**src/rtl/seg_pkg.sv**
```systemverilog
// Shared types and constants for the code sequencer and 7-segment decoder.
// Holds code width, range limit, FSM states and wrap-aware helpers.
package seg_pkg;

  localparam int CODE_W = 6;
  localparam logic [CODE_W-1:0] MAX_CODE = CODE_W'(41);

  typedef enum logic [1:0] {
    HOLD = 2'd0,
    RUN  = 2'd1,
    LOAD = 2'd2
  } seq_state_e;

  // Returns {wrapped, next_code}.
  function automatic logic [CODE_W:0] step_code(
    input logic [CODE_W-1:0] c,
    input logic              down
  );
    logic [CODE_W:0] r;
    if (down) begin
      if (c == '0) r = {1'b1, MAX_CODE};
      else r = {1'b0, c - CODE_W'(1)};
    end else begin
      if (c >= MAX_CODE) r = {1'b1, {CODE_W{1'b0}}};
      else r = {1'b0, c + CODE_W'(1)};
    end
    return r;
  endfunction

  function automatic logic [CODE_W-1:0] clamp_code(
    input logic [CODE_W-1:0] v
  );
    return (v > MAX_CODE) ? MAX_CODE : v;
  endfunction

endpackage

```
**src/rtl/sw_debounce.sv**
```systemverilog
// Push-button debouncer with a one-cycle pulse on each accepted rise.
// The level moves only after DEBOUNCE_CYCLES consecutive differing samples.
module sw_debounce #(
  parameter int DEBOUNCE_CYCLES = 4
) (
  input  logic clk_2,
  input  logic rst_n,
  input  logic raw,
  output logic level,
  output logic rise
);

  localparam int CW = $clog2(DEBOUNCE_CYCLES + 1);
  localparam logic [CW-1:0] LAST = CW'(DEBOUNCE_CYCLES - 1);

  logic          level_q, level_d;
  logic          rise_q, rise_d;
  logic [CW-1:0] cnt_q, cnt_d;

  always_comb begin
    level_d = level_q;
    rise_d  = 1'b0;
    cnt_d   = '0;
    if (raw != level_q) begin
      if (cnt_q == LAST) begin
        level_d = raw;
        rise_d  = raw;
      end else begin
        cnt_d = cnt_q + CW'(1);
      end
    end
  end

  always_ff @(posedge clk_2) begin
    if (!rst_n) begin
      level_q <= 1'b0;
      rise_q  <= 1'b0;
      cnt_q   <= '0;
    end else begin
      level_q <= level_d;
      rise_q  <= rise_d;
      cnt_q   <= cnt_d;
    end
  end

  assign level = level_q;
  assign rise  = rise_q;

endmodule

```
**src/rtl/seg_code_sequencer.sv**
```systemverilog
// Display code sequencer: load, auto-run on a tick divider, or manual step.
// Code stays in 0..MAX_CODE and flags wraps with a one-cycle pulse.
module seg_code_sequencer
  import seg_pkg::*;
#(
  parameter int DEBOUNCE_CYCLES = 4,
  parameter int TICK_DIV        = 2
) (
  input  logic              clk_2,
  input  logic              rst_n,
  input  logic              run_sw,
  input  logic              step_btn,
  input  logic              dir_sw,
  input  logic              load_sw,
  input  logic [CODE_W-1:0] load_val,
  output logic [CODE_W-1:0] code,
  output logic              code_valid,
  output logic              wrap
);

  localparam int TW = (TICK_DIV > 1) ? $clog2(TICK_DIV) : 1;
  localparam logic [TW-1:0] TICK_LAST = TW'(TICK_DIV - 1);

  seq_state_e        state_q, state_d;
  logic [CODE_W-1:0] code_q, code_d;
  logic [TW-1:0]     tick_q, tick_d;
  logic              valid_q, valid_d;
  logic              wrap_q, wrap_d;
  logic              adv;
  logic              step_level;
  logic              step_rise;

  sw_debounce #(
    .DEBOUNCE_CYCLES(DEBOUNCE_CYCLES)
  ) u_deb (
    .clk_2(clk_2),
    .rst_n(rst_n),
    .raw  (step_btn),
    .level(step_level),
    .rise (step_rise)
  );

  always_comb begin
    state_d = HOLD;
    if (load_sw) state_d = LOAD;
    else if (run_sw) state_d = RUN;

    adv    = 1'b0;
    tick_d = '0;
    code_d = code_q;
    wrap_d = 1'b0;
    case (state_q)
      LOAD: code_d = clamp_code(load_val);
      RUN: begin
        if (tick_q == TICK_LAST) adv = 1'b1;
        else tick_d = tick_q + TW'(1);
      end
      HOLD: adv = step_rise & step_level;
      default: ;
    endcase
    if (adv) {wrap_d, code_d} = step_code(code_q, dir_sw);

    // Code written from load_val settles one cycle after LOAD ends.
    valid_d = !(load_sw || (state_q == LOAD));
  end

  always_ff @(posedge clk_2) begin
    if (!rst_n) begin
      state_q <= HOLD;
      code_q  <= '0;
      tick_q  <= '0;
      valid_q <= 1'b0;
      wrap_q  <= 1'b0;
    end else begin
      state_q <= state_d;
      code_q  <= code_d;
      tick_q  <= tick_d;
      valid_q <= valid_d;
      wrap_q  <= wrap_d;
    end
  end

  assign code       = code_q;
  assign code_valid = valid_q;
  assign wrap       = wrap_q;

endmodule

```
**config.mk**
```make
export PLATFORM = sky130hd
export DESIGN_NAME = seg_code_sequencer
export DESIGN_NICKNAME = d
export VERILOG_FILES = /design/src/rtl/seg_pkg.sv /design/src/rtl/sw_debounce.sv /design/src/rtl/seg_code_sequencer.sv
export SDC_FILE = /design/constraint.sdc
export NUM_CORES = 1
export LEC_CHECK = 0
export ABC_AREA = 1
export CAP_MARGIN = 10
export CORE_MARGIN = 4
export CORE_UTILIZATION = 35
export DETAILED_ROUTE_END_ITERATION = 6
export PLACE_DENSITY = 0.61
export SLEW_MARGIN = 20
export SYNTH_ARGS = -nofsm -noshare
export SYNTH_HDL_FRONTEND = slang
export SYNTH_SLANG_ARGS = --single-unit
```
**constraint.sdc**
```tcl
create_clock -name clk_2 -period 1.7 [get_ports clk_2]
set_clock_uncertainty 0.05 [all_clocks]
set_input_delay 0.255 -clock clk_2 [delete_from_list [all_inputs] [get_ports clk_2]]
set_output_delay 0.255 -clock clk_2 [all_outputs]
set_load 0.005 [all_outputs]
```
Word-level counts from Yosys, hierarchy flattened. Index checks and enable logic that the tools add are counted.

Register bits after elaboration: 16. Input bits: 12. Output and inout port bits: 8. Logic and storage cells: 44.

$add $sub $neg: 4. Order comparisons: 2. Eq/ne operators: 4. Muxes and demuxes: 10. Bitwise operators: 4. Reduce and logical (&&, ||, !) cells: 11.

Operators with widths (number): 7-bit two-way mux (3); 6-bit two-way mux (3); 6-bit by 1-bit adder with 6-bit output (second input constant) (1); 6-bit greater-or-equal comparator (second input constant) (1); 6-bit greater-than comparator (second input constant) (1); 6-bit zero test (1); 3-bit OR reduction (2); 6-bit by 1-bit subtractor with 6-bit output (second input constant) (1); 2-bit AND reduction (2); 3-bit by 1-bit adder with 3-bit output (second input constant) (1); 3-bit by 2-bit equality test with 1-bit output (second input constant) (1); 1-bit inverter (3); 3-bit AND reduction (1); 2-bit by 1-bit equality test with 1-bit output (second input constant) (1); 2-bit equality test (second input constant) (1); 2-bit zero test (1); 1-bit two-way mux (2); 2-bit two-way mux (1); 1-bit case mux with 2 select lines (1); 2-bit nonzero test (1); 2-bit OR reduction (1); 1-bit adder (second input constant) (1); 1-bit bitwise AND (1); 1-bit zero test (1); 2 further kinds (2).

Longest topological paths before layout. Gate-level depths: netlist of the first run.

Word-level depth: 4. Gate-level depth with buffers: 10. Gate-level depth less buffers: 10.

Modules after synthesis. Synthesis of the first run repeated with hierarchy kept, for this count alone.

Cells, all modules: 141. Area, all modules: 962.2 µm².

By module, submodules not included: seg_code_sequencer (times used 1, cells an instance 119, area each 775.7 µm², sequential area each 220.2 µm²); sw_debounce (times used 1, cells an instance 22, area each 186.4 µm², sequential area each 100.1 µm²).

Worst setup path after synthesis of the first run. OpenSTA, ideal clock, no wires.

Path kind: register -> register. Start point: register code_q[0], in the netlist code[0]. End point: register code_q[5], in the netlist code[5]. Library setup time: 0.120 ns. Data arrival time: 1.319 ns. Data required time: 1.530 ns. Setup slack: 0.211 ns. Stages on the path, launching flop included: 11. Path buffers: 0. Period minus slack after synthesis: 1.489 ns. Cells stage by stage: dfxtp_1 inv_1 ha_1 inv_1 nor2_1 nand4_1 inv_1 nor2_1 nand3_1 nand2_1 a21oi_2.

Cells in the longest elaborated chain, start to end: 4. Elaborated cells between the ends (all ways): 8. Those cells by class: add/sub: 2; order compare: 1; mux: 4; reduce/logical: 1.

RTL lines: start, declared (line seg_code_sequencer.sv:25) `logic [CODE_W-1:0] code_q, code_d;`; start signal, assigned (line seg_code_sequencer.sv:76) `code_q <= code_d;`; 6-bit by 1-bit adder with 6-bit output (tied with other cells) (line seg_pkg.sv:25) `else r = {1'b0, c + CODE_W'(1)};`; 7-bit two-way mux, on equally long branches (line seg_pkg.sv:24, seg_pkg.sv:21); 7-bit two-way mux (*) (line seg_pkg.sv:20) `if (down) begin`; 6-bit two-way mux (*) (line seg_code_sequencer.sv:61) `if (adv) {wrap_d, code_d} = step_code(code_q, dir_sw);`.

Mark *: on every way between the ends. The rest lies on a longest branch, timed or not. A chain may end at the register's enable or synchronous reset.

Final worst setup path of the first run.
Start point: register code_q[4], in the netlist code[4]. End point: output code[4].

RTL lines: end, declared (line seg_code_sequencer.sv:16) `output logic [CODE_W-1:0] code,`.

No word-level cell between the ends.

==> results of run 1 <==
-- cell type report --
type | count | share of cell area, %
multi-input combinational | 108 | 45.2
sequential | 16 | 24.6
timing repair buffer | 26 | 18.5
inverter | 21 | 6.01
tap | 31 | 2.96
clock buffer | 4 | 2.76
-- per-layer routing --
metal / routed length, um / GRT usage (%) / share of wire (%)
met1: 1080 / 18.6 / 45
met2: 1160 / 23.5 / 48
met3: 157 / 3.14 / 6.5
met4: 15 / 4.85 / 0.62
met5: 0 / 0 / 0
-- Yosys cell counts, types with 2 or more instances --
library cell,instances
nand3_2,2
nor3_1,2
xor2_1,3
nand3_1,11
nand4_1,6
o21ai_0,7
nor2_4,2
inv_1,20
nor2_2,2
ha_1,6
nand2_1,33
nor2_1,17
dfxtp_1,16
a21oi_1,10
-- sequential cells by signal, summed over array words and instances, names as in the netlist --
name and count:
code 6, code_valid 1, state_q 2, wrap 1
u_deb.level 1, tick_q 1, u_deb.rise 1, u_deb.cnt_q 3
-- power by group through the flow --
stage	Clock, mW	Combinational [mW]	Sequential [mW]
2_1_floorplan	0	0.162	0.423
3_3_place_gp	0	0.266	0.425
3_5_place_dp	0	0.266	0.425
4_1_cts	0.258	0.268	0.417
5_1_grt	0.277	0.298	0.421
6_report	0.249	0.266	0.418
-- worst reg2reg max path, stage by stage (launching register included) --
cell	delay (ns)
dfxtp_1	0.32
buf_4	0.16
ha_1	0.19
nor2_1	0.11
nand3_2	0.14
a21oi_4	0.19
nand2_1	0.08
nand3_1	0.08
nand2_1	0.06
a21oi_2	0.10
-- through the flow --
| step | cells | util (%) | cell area (um^2) | power [mW] | setup WS [ns] |
|---|---|---|---|---|---|
| final | 206 | 47.6 | 1310 | 0.933 | 0.0653 |
| after floorplan | 147 | - | 1010 | 0.584 | 0.211 |
| after global routing | 206 | 47.6 | 1310 | 0.996 | 0.0162 |
| after detailed placement | 202 | 46.2 | 1270 | 0.692 | 0.119 |
| after CTS | 206 | 47.5 | 1310 | 0.943 | 0.00325 |
| after global placement | 202 | 46.2 | 1270 | 0.691 | 0.137 |
-- cells in the final DEF (no fill, tap or decap), types with 3 or more instances in the layout --
master | synthesis | routed
nand2_1 | 33 | 33
inv_1 | 20 | 20
clkdlybuf4s50_1 | 0 | 19
nor2_1 | 17 | 17
dfxtp_1 | 16 | 14
nand3_1 | 11 | 11
a21oi_1 | 10 | 10
o21ai_0 | 7 | 7
buf_4 | 0 | 7
nand4_1 | 6 | 6
ha_1 | 6 | 6
xor2_1 | 3 | 3
clkbuf_4 | 0 | 3
-- what timing repair did --
item / in CTS / in global routing
gates resized for setup: 1 / 1
setup endpoints to repair: 1 / 1
pin swaps: 0 / 0
-- path summary, 6_finish.rpt --
path	from	to	slack, ns	cells after the start
worst min register to register	u_deb.cnt_q[0]$_SDFF_PP0_	u_deb.cnt_q[0]$_SDFF_PP0_	0.39	1
worst min-delay path	u_deb.cnt_q[0]$_SDFF_PP0_	u_deb.cnt_q[0]$_SDFF_PP0_	0.39	1
worst max register to register	code[0]$_SDFFE_PN0P_	code[5]$_SDFFE_PN0P_	0.17	9
worst max-delay path	code[4]$_SDFFE_PN0P_	code[4]	0.07	1
-- cells by family after synthesis --
family | synth area share (%)
flops | 31.8
simple gates | 35.6
fa+ha+maj | 7.44
xor+xnor | 2.61
compound gates | 13.2
buf+inv | 9.43
==> flow_summary.toml, run 1 <==
[floorplanning]
die-width_um = 61.7
die_h_um = 61.7
core-area_um2 = 2760
num_rows = 19
ios = 20
start_util_pct = 36.6
die_area_um2 = 3800

[cts]
clkTransAtPathRegs_ns = 0.09
postCtsHoldBufs = 0
htreeDepth = 1
cts_setup_buffers = 0
root_buffer = "clkbuf_4"
insertion_delay_ns = 0.29
clock-sinks = 16
numCtsBuffers = 3
cts_tree = "yes"
clock_path_buffers = 2

[setup_path]
crit_slowest_cell = "clkdlybuf4s50_1"
crit_path_cell_trace = "clkdlybuf4s50_1"
worstSetupStartpointType = "register"
cp-end-kind = "output port"
path_class = "reg -> out"
crit_arrival_ns = 1.33
critPathBufInv = 1
crit_required_ns = 1.39
critPathMaxFanout = 6
slowest_delay_ns = 0.56
crit_family = "buffers and inverters"

[power_and_ir_drop]
p_leak_nw = 0.612
seq_power_share_pct = 44.8
p_sw_share_pct = 30.5
pwr-share-clk_pct = 26.7
combPwrFrac_pct = 28.5
p_switching_uw = 285
p_per_area_nw_per_um2 = 711
intPower_uw = 648
vdd_drop_max_mv = 0.355

[yosys]
postSynth.asyncResetShare_pct = 0
synth_top_area_share_pct = 31.8
synth_seq_cells = 16
ys.flop_type = "dfxtp_1"
synth_edf_count = 0
syn_nets = 165
yosys.cell_types.count = 24
yosysSeqAreaShare_pct = 31.8
synthesis.instances = 147
synth_area_leaders = "dfxtp_1 (32%), nand2_1 (12%), ha_1 (7.4%)"
syn_area_um2 = 1010
synth_warnings = 0
syn_area_per_cell_um2 = 6.86
synth_top_area_cell = "dfxtp_1"

[timing]
rsz0062_at_grt = "false"
drv_slew = 0
fmax_mhz = 612
tightest_slew_ns = 0.270
setup_tns_ns = 0
finalHoldViolCount = 0
slew_headroom_pct = 82.0
min_period_over_period_pct = 96.2
holdWs_ns = 0.385
fin_crit_ns = 1.63
setup_viol = 0

[layout]
drive_gt1_share_pct = 13.7
final-seq-area_um2 = 323
n_fill_cell = 291
area_growth_pct = 30.1
multiInputGateArea_um2 = 593
finalNetCount = 194
insertedDiodeCount = 0

[global_routing]
grt_start_max_net_pins = 10
grt.total_usage_pct = 14.3
antenna_found_initial = 0
grt_pass1_wl_mm = 4.09
first_global_vias = 976
gr-total-overflow = 0

[drt]
vias = 1046
vias_per_cell = 5.08
drtPass1Iterations = 4
drc = 0
ant_nets = 0
routed_wl_mm = 2.41
drt_iter0_drc = 46
wl_per_cell_um = 11.7

[place]
port_buffers = 19
place_congestion = 0.950
post-dp-hpwl_mm = 2.00

[flow_run]
maxCapViolCount = 0

[status]
status = "complete, no violations"

[hold_path]
hold_class = "reg -> reg"
No activity file was read; power rests on OpenSTA's default activity.
==> run 2, diff against run 1 <==
Settings changed: MAX_ROUTING_LAYER set to met4, REMOVE_ABC_BUFFERS set to 1.
==> flow_summary.toml, run 2 (same netlist as run 1, synthesis figures left out) <==
[floorplanning]
ios = 20
die_h_um = 61.7
num_rows = 19
core-area_um2 = 2760
start_util_pct = 36.6
die-width_um = 61.7
die_area_um2 = 3800

[layout]
largest_reg_flops = 6
area_growth_pct = 30.3
drive_gt1_share_pct = 14.3
layout_commonest_cell = "nand2_1"
finalNetCount = 194
final_cell_mix = "nand2_1 (33), inv_1 (20), clkdlybuf4s50_1 (19)"
insertedDiodeCount = 0
final_cells = 206
final_util_pct = 47.6

[power_and_ir_drop]
intPower_uw = 649
combPwrFrac_pct = 28.1
p_per_area_nw_per_um2 = 711
p_leak_nw = 0.612
pwr-share-clk_pct = 27.0
seq_power_share_pct = 44.9
total_power_uw = 934
vdd_drop_max_mv = 0.537
p_sw_share_pct = 30.6
p_switching_uw = 286

[setup_path]
critPathBufInv = 1
crit_path_cell_trace = "clkdlybuf4s50_1"
critPathMaxFanout = 6
slowest_delay_ns = 0.54
crit_required_ns = 1.39
worstSetupStartpointType = "register"
crit_family = "buffers and inverters"
crit_arrival_ns = 1.27
path_class = "reg -> out"
cp-end-kind = "output port"
crit_slowest_cell = "clkdlybuf4s50_1"

[timing]
min_period_over_period_pct = 92.6
tightest_slew_ns = 0.257
finalHoldViolCount = 0
setup_tns_ns = 0
slew_headroom_pct = 82.8
fin_crit_ns = 1.57
setup_viol = 0
rsz0062_at_grt = "false"
drv_slew = 0
fmax_mhz = 636

[drt]
drt_iter0_drc = 81
wl_per_cell_um = 11.4
met3_wirelength_um = 115
routed_wl_mm = 2.35
drtPass1Iterations = 5
vias_per_cell = 4.90
ant_nets = 0
drc = 0
dr_wl_met2_mm = 1.15
met1Wirelength_mm = 1.04
highest_layer = "met4"
vias = 1010

[cts]
root_buffer = "clkbuf_4"
clock-sinks = 16
cts_setup_buffers = 0
cts_tree = "yes"
clkTransAtPathRegs_ns = 0.10
htreeDepth = 1
numCtsBuffers = 3
clock_path_buffers = 2
insertion_delay_ns = 0.29

[place]
port_buffers = 19
place_congestion = 0.900
post-dp-hpwl_mm = 1.90
dp_cells = 202

[global_routing]
grt_start_max_net_pins = 10
antenna_found_initial = 0
gr-total-overflow = 0
grt_pass1_wl_mm = 4.28
first_global_vias = 1037
grt.total_usage_pct = 15.4

[flow_run]
maxCapViolCount = 0

[hold_path]
hold_class = "reg -> reg"

[status]
status = "complete, no violations"
==> run 2: cell counts in the layout (fill, tap and decap cells not counted) <==
No cell type changed its count.
==> run 2: final timing paths <==
check                   startpoint              endpoint  cells after the start  slack, ns
max reg2reg   code[0]$_SDFFE_PN0P_  code[3]$_SDFFE_PN0P_                     10       0.18
max           code[5]$_SDFFE_PN0P_               code[5]                      1       0.13
min          state_q[1]$_SDFF_PN0_     tick_q$_SDFF_PP0_                      1       0.37
min reg2reg  state_q[1]$_SDFF_PN0_     tick_q$_SDFF_PP0_                      1       0.37
==> run 2: metrics by stage <==
stage / hold slack, ns / worst slack [ns] / area (um^2)
global route: 0.418 / 0.0123 / 1310
finish: 0.373 / 0.127 / 1310
CTS: 0.378 / 0.00532 / 1310
floorplan: 0.281 / 0.211 / 992
global placement: 0.355 / 0.122 / 1270
detailed placement: 0.364 / 0.131 / 1270
==> run 2: final cells by class <==
class                   instances  area, um^2
inverters                      21        78.8
clock buffers                   4        36.3
fillers                       284        1440
repair buffers                 26         243
flip-flops and latches         16         324
multi-input cells             108         593
well taps                      31        38.8
==> run 2: routing by layer <==
layer  track usage [%]  up-vias
met5                 -        -
met4              6.67        0
met3              2.73        6
met2              26.5       27
met1              17.3      446
li1                  -      531
==> run 2: timing repair <==
| action | CTS | global route |
|---|---|---|
| resized for setup | 0 | 3 |
| setup endpoints to repair | 0 | 3 |
| hold buffers | 0 | 0 |
==> run 2: power groups by stage <==
stage / logic [mW] / clock network, mW / registers, mW
2_1_floorplan: 0.151 / 0 / 0.426
3_3_place_gp: 0.260 / 0 / 0.427
3_5_place_dp: 0.261 / 0 / 0.427
4_1_cts: 0.263 / 0.261 / 0.418
5_1_grt: 0.298 / 0.282 / 0.424
6_report: 0.263 / 0.252 / 0.420
==> run 3, diff against run 2 <==
Settings changed: CTS_BUF_LIST set to sky130_fd_sc_hd__clkbuf_4, CTS_CLUSTER_SIZE set to 20, SETUP_SLACK_MARGIN set to 0.02.
==> flow_summary.toml, run 3 (same netlist as run 1, synthesis figures left out) <==
[cts]
clock-sinks = 16
numCtsBuffers = 3
cts_tree = "yes"
insertion_delay_ns = 0.28
clkTransAtPathRegs_ns = 0.10
root_buffer = "clkbuf_4"
htreeDepth = 1
clock_path_buffers = 2
postCtsHoldBufs = 0
cts_setup_buffers = 0

[floorplanning]
ios = 20
num_rows = 19
core-area_um2 = 2760
start_util_pct = 36.6
die_h_um = 61.7
die_area_um2 = 3800
die-width_um = 61.7

[global_routing]
gr-total-overflow = 0
first_global_vias = 1045
grt.total_usage_pct = 15.5
antenna_found_initial = 0
grt_pass1_wl_mm = 4.31
grt_start_max_net_pins = 10

[drt]
drt_iter0_drc = 82
highest_layer = "met4"
met3_wirelength_um = 117
met1Wirelength_mm = 1.04
vias_per_cell = 4.96
routed_wl_mm = 2.36
dr_wl_met2_mm = 1.16
ant_nets = 0
drtPass1Iterations = 4
vias = 1022
wl_per_cell_um = 11.4
drc = 0

[timing]
min_period_over_period_pct = 91.7
setup_tns_ns = 0
drv_slew = 0
setup_viol = 0
slew_headroom_pct = 82.8
rsz0062_at_grt = "false"
finalHoldViolCount = 0
fmax_mhz = 642
fin_crit_ns = 1.56
worst_slack_ns = 0.142
tightest_slew_ns = 0.257

[layout]
final_util_pct = 47.3
insertedDiodeCount = 0
layout_commonest_cell = "nand2_1"
final-seq-area_um2 = 325
final_cell_mix = "nand2_1 (33), inv_1 (20), clkdlybuf4s50_1 (19)"
largest_reg_flops = 6
multiInputGateArea_um2 = 593
drive_gt1_share_pct = 14.3
n_fill_cell = 288
finalNetCount = 194
area_growth_pct = 29.4

[hold_path]
hold_class = "reg -> reg"
hold_end = "tick_q$_SDFF_PP0_"
hp-start = "state_q[1]$_SDFF_PN0_"
hold_depth = 1

[place]
port_buffers = 19
place_ws_ns = 0.131
post-dp-hpwl_mm = 1.90
place_congestion = 0.900

[setup_path]
crit_family = "buffers and inverters"
crit_slowest_cell = "clkdlybuf4s50_1"
slowest_delay_ns = 0.53
crit_arrival_ns = 1.25
worstSetupStartpointType = "register"
critPathMaxFanout = 8
rr_worst_depth = 10
reg2reg_from = "code[0]$_SDFFE_PN0P_"
crit_required_ns = 1.39
reg2reg_to = "code[3]$_SDFFE_PN0P_"
ff2ff_setup_slack_ns = 0.19
path_class = "reg -> out"
crit_path_cell_trace = "clkdlybuf4s50_1"
critPathBufInv = 1
cp-end-kind = "output port"

[status]
status = "complete, no violations"

[power_and_ir_drop]
p_leak_nw = 0.607
vdd_drop_max_mv = 0.538
p_per_area_nw_per_um2 = 679

[flow_run]
maxCapViolCount = 0
## run 3: worst max-delay path by stage
stage | to | from | cells past startpoint
after global routing | code[3]$_SDFFE_PN0P_ | code[0]$_SDFFE_PN0P_ | 10
final | code[2] | code[2]$_SDFFE_PN0P_ | 1
after detailed placement | code[4]$_SDFFE_PN0P_ | dir_sw | 8
after global placement | code[4]$_SDFFE_PN0P_ | dir_sw | 8
after floorplan | code[5]$_SDFFE_PN0P_ | code[0]$_SDFFE_PN0P_ | 10
after CTS | code[4] | code[4]$_SDFFE_PN0P_ | 1
## run 3: metrics by stage
step	area, um^2	cells	hold slack [ns]	power [mW]
floorplan	992	145	0.281	0.577
global route	1310	206	0.419	0.961
detailed placement	1270	202	0.364	0.689
CTS	1300	206	0.378	0.899
global placement	1270	202	0.355	0.687
finish	1310	206	0.372	0.886
## run 3: cell type report
cell class	count	area share [%]
Clock inverter	1	0.288
Inverter	21	6.04
Sequential cell	16	24.9
Tap cell	31	2.97
Clock buffer	3	1.73
Multi-Input combinational cell	108	45.4
Timing Repair Buffer	26	18.6
## run 3: layer usage
metal	track usage, %	vias up
li1	-	533
met1	17.3	454
met2	26.9	29
met3	2.73	6
met4	6.67	0
met5	-	-
## run 3: repair_timing
item / in CTS / in global routing
hold endpoints to repair: 0 / 0
endpoints found under the setup margin: 2 / 2
resized for setup: 2 / 2
pin swaps: 0 / 0
## run 3: where the power goes
part           switching, mW  internal (mW)
combinational          0.140          0.123
sequential            0.0248          0.395
clock                  0.118         0.0851
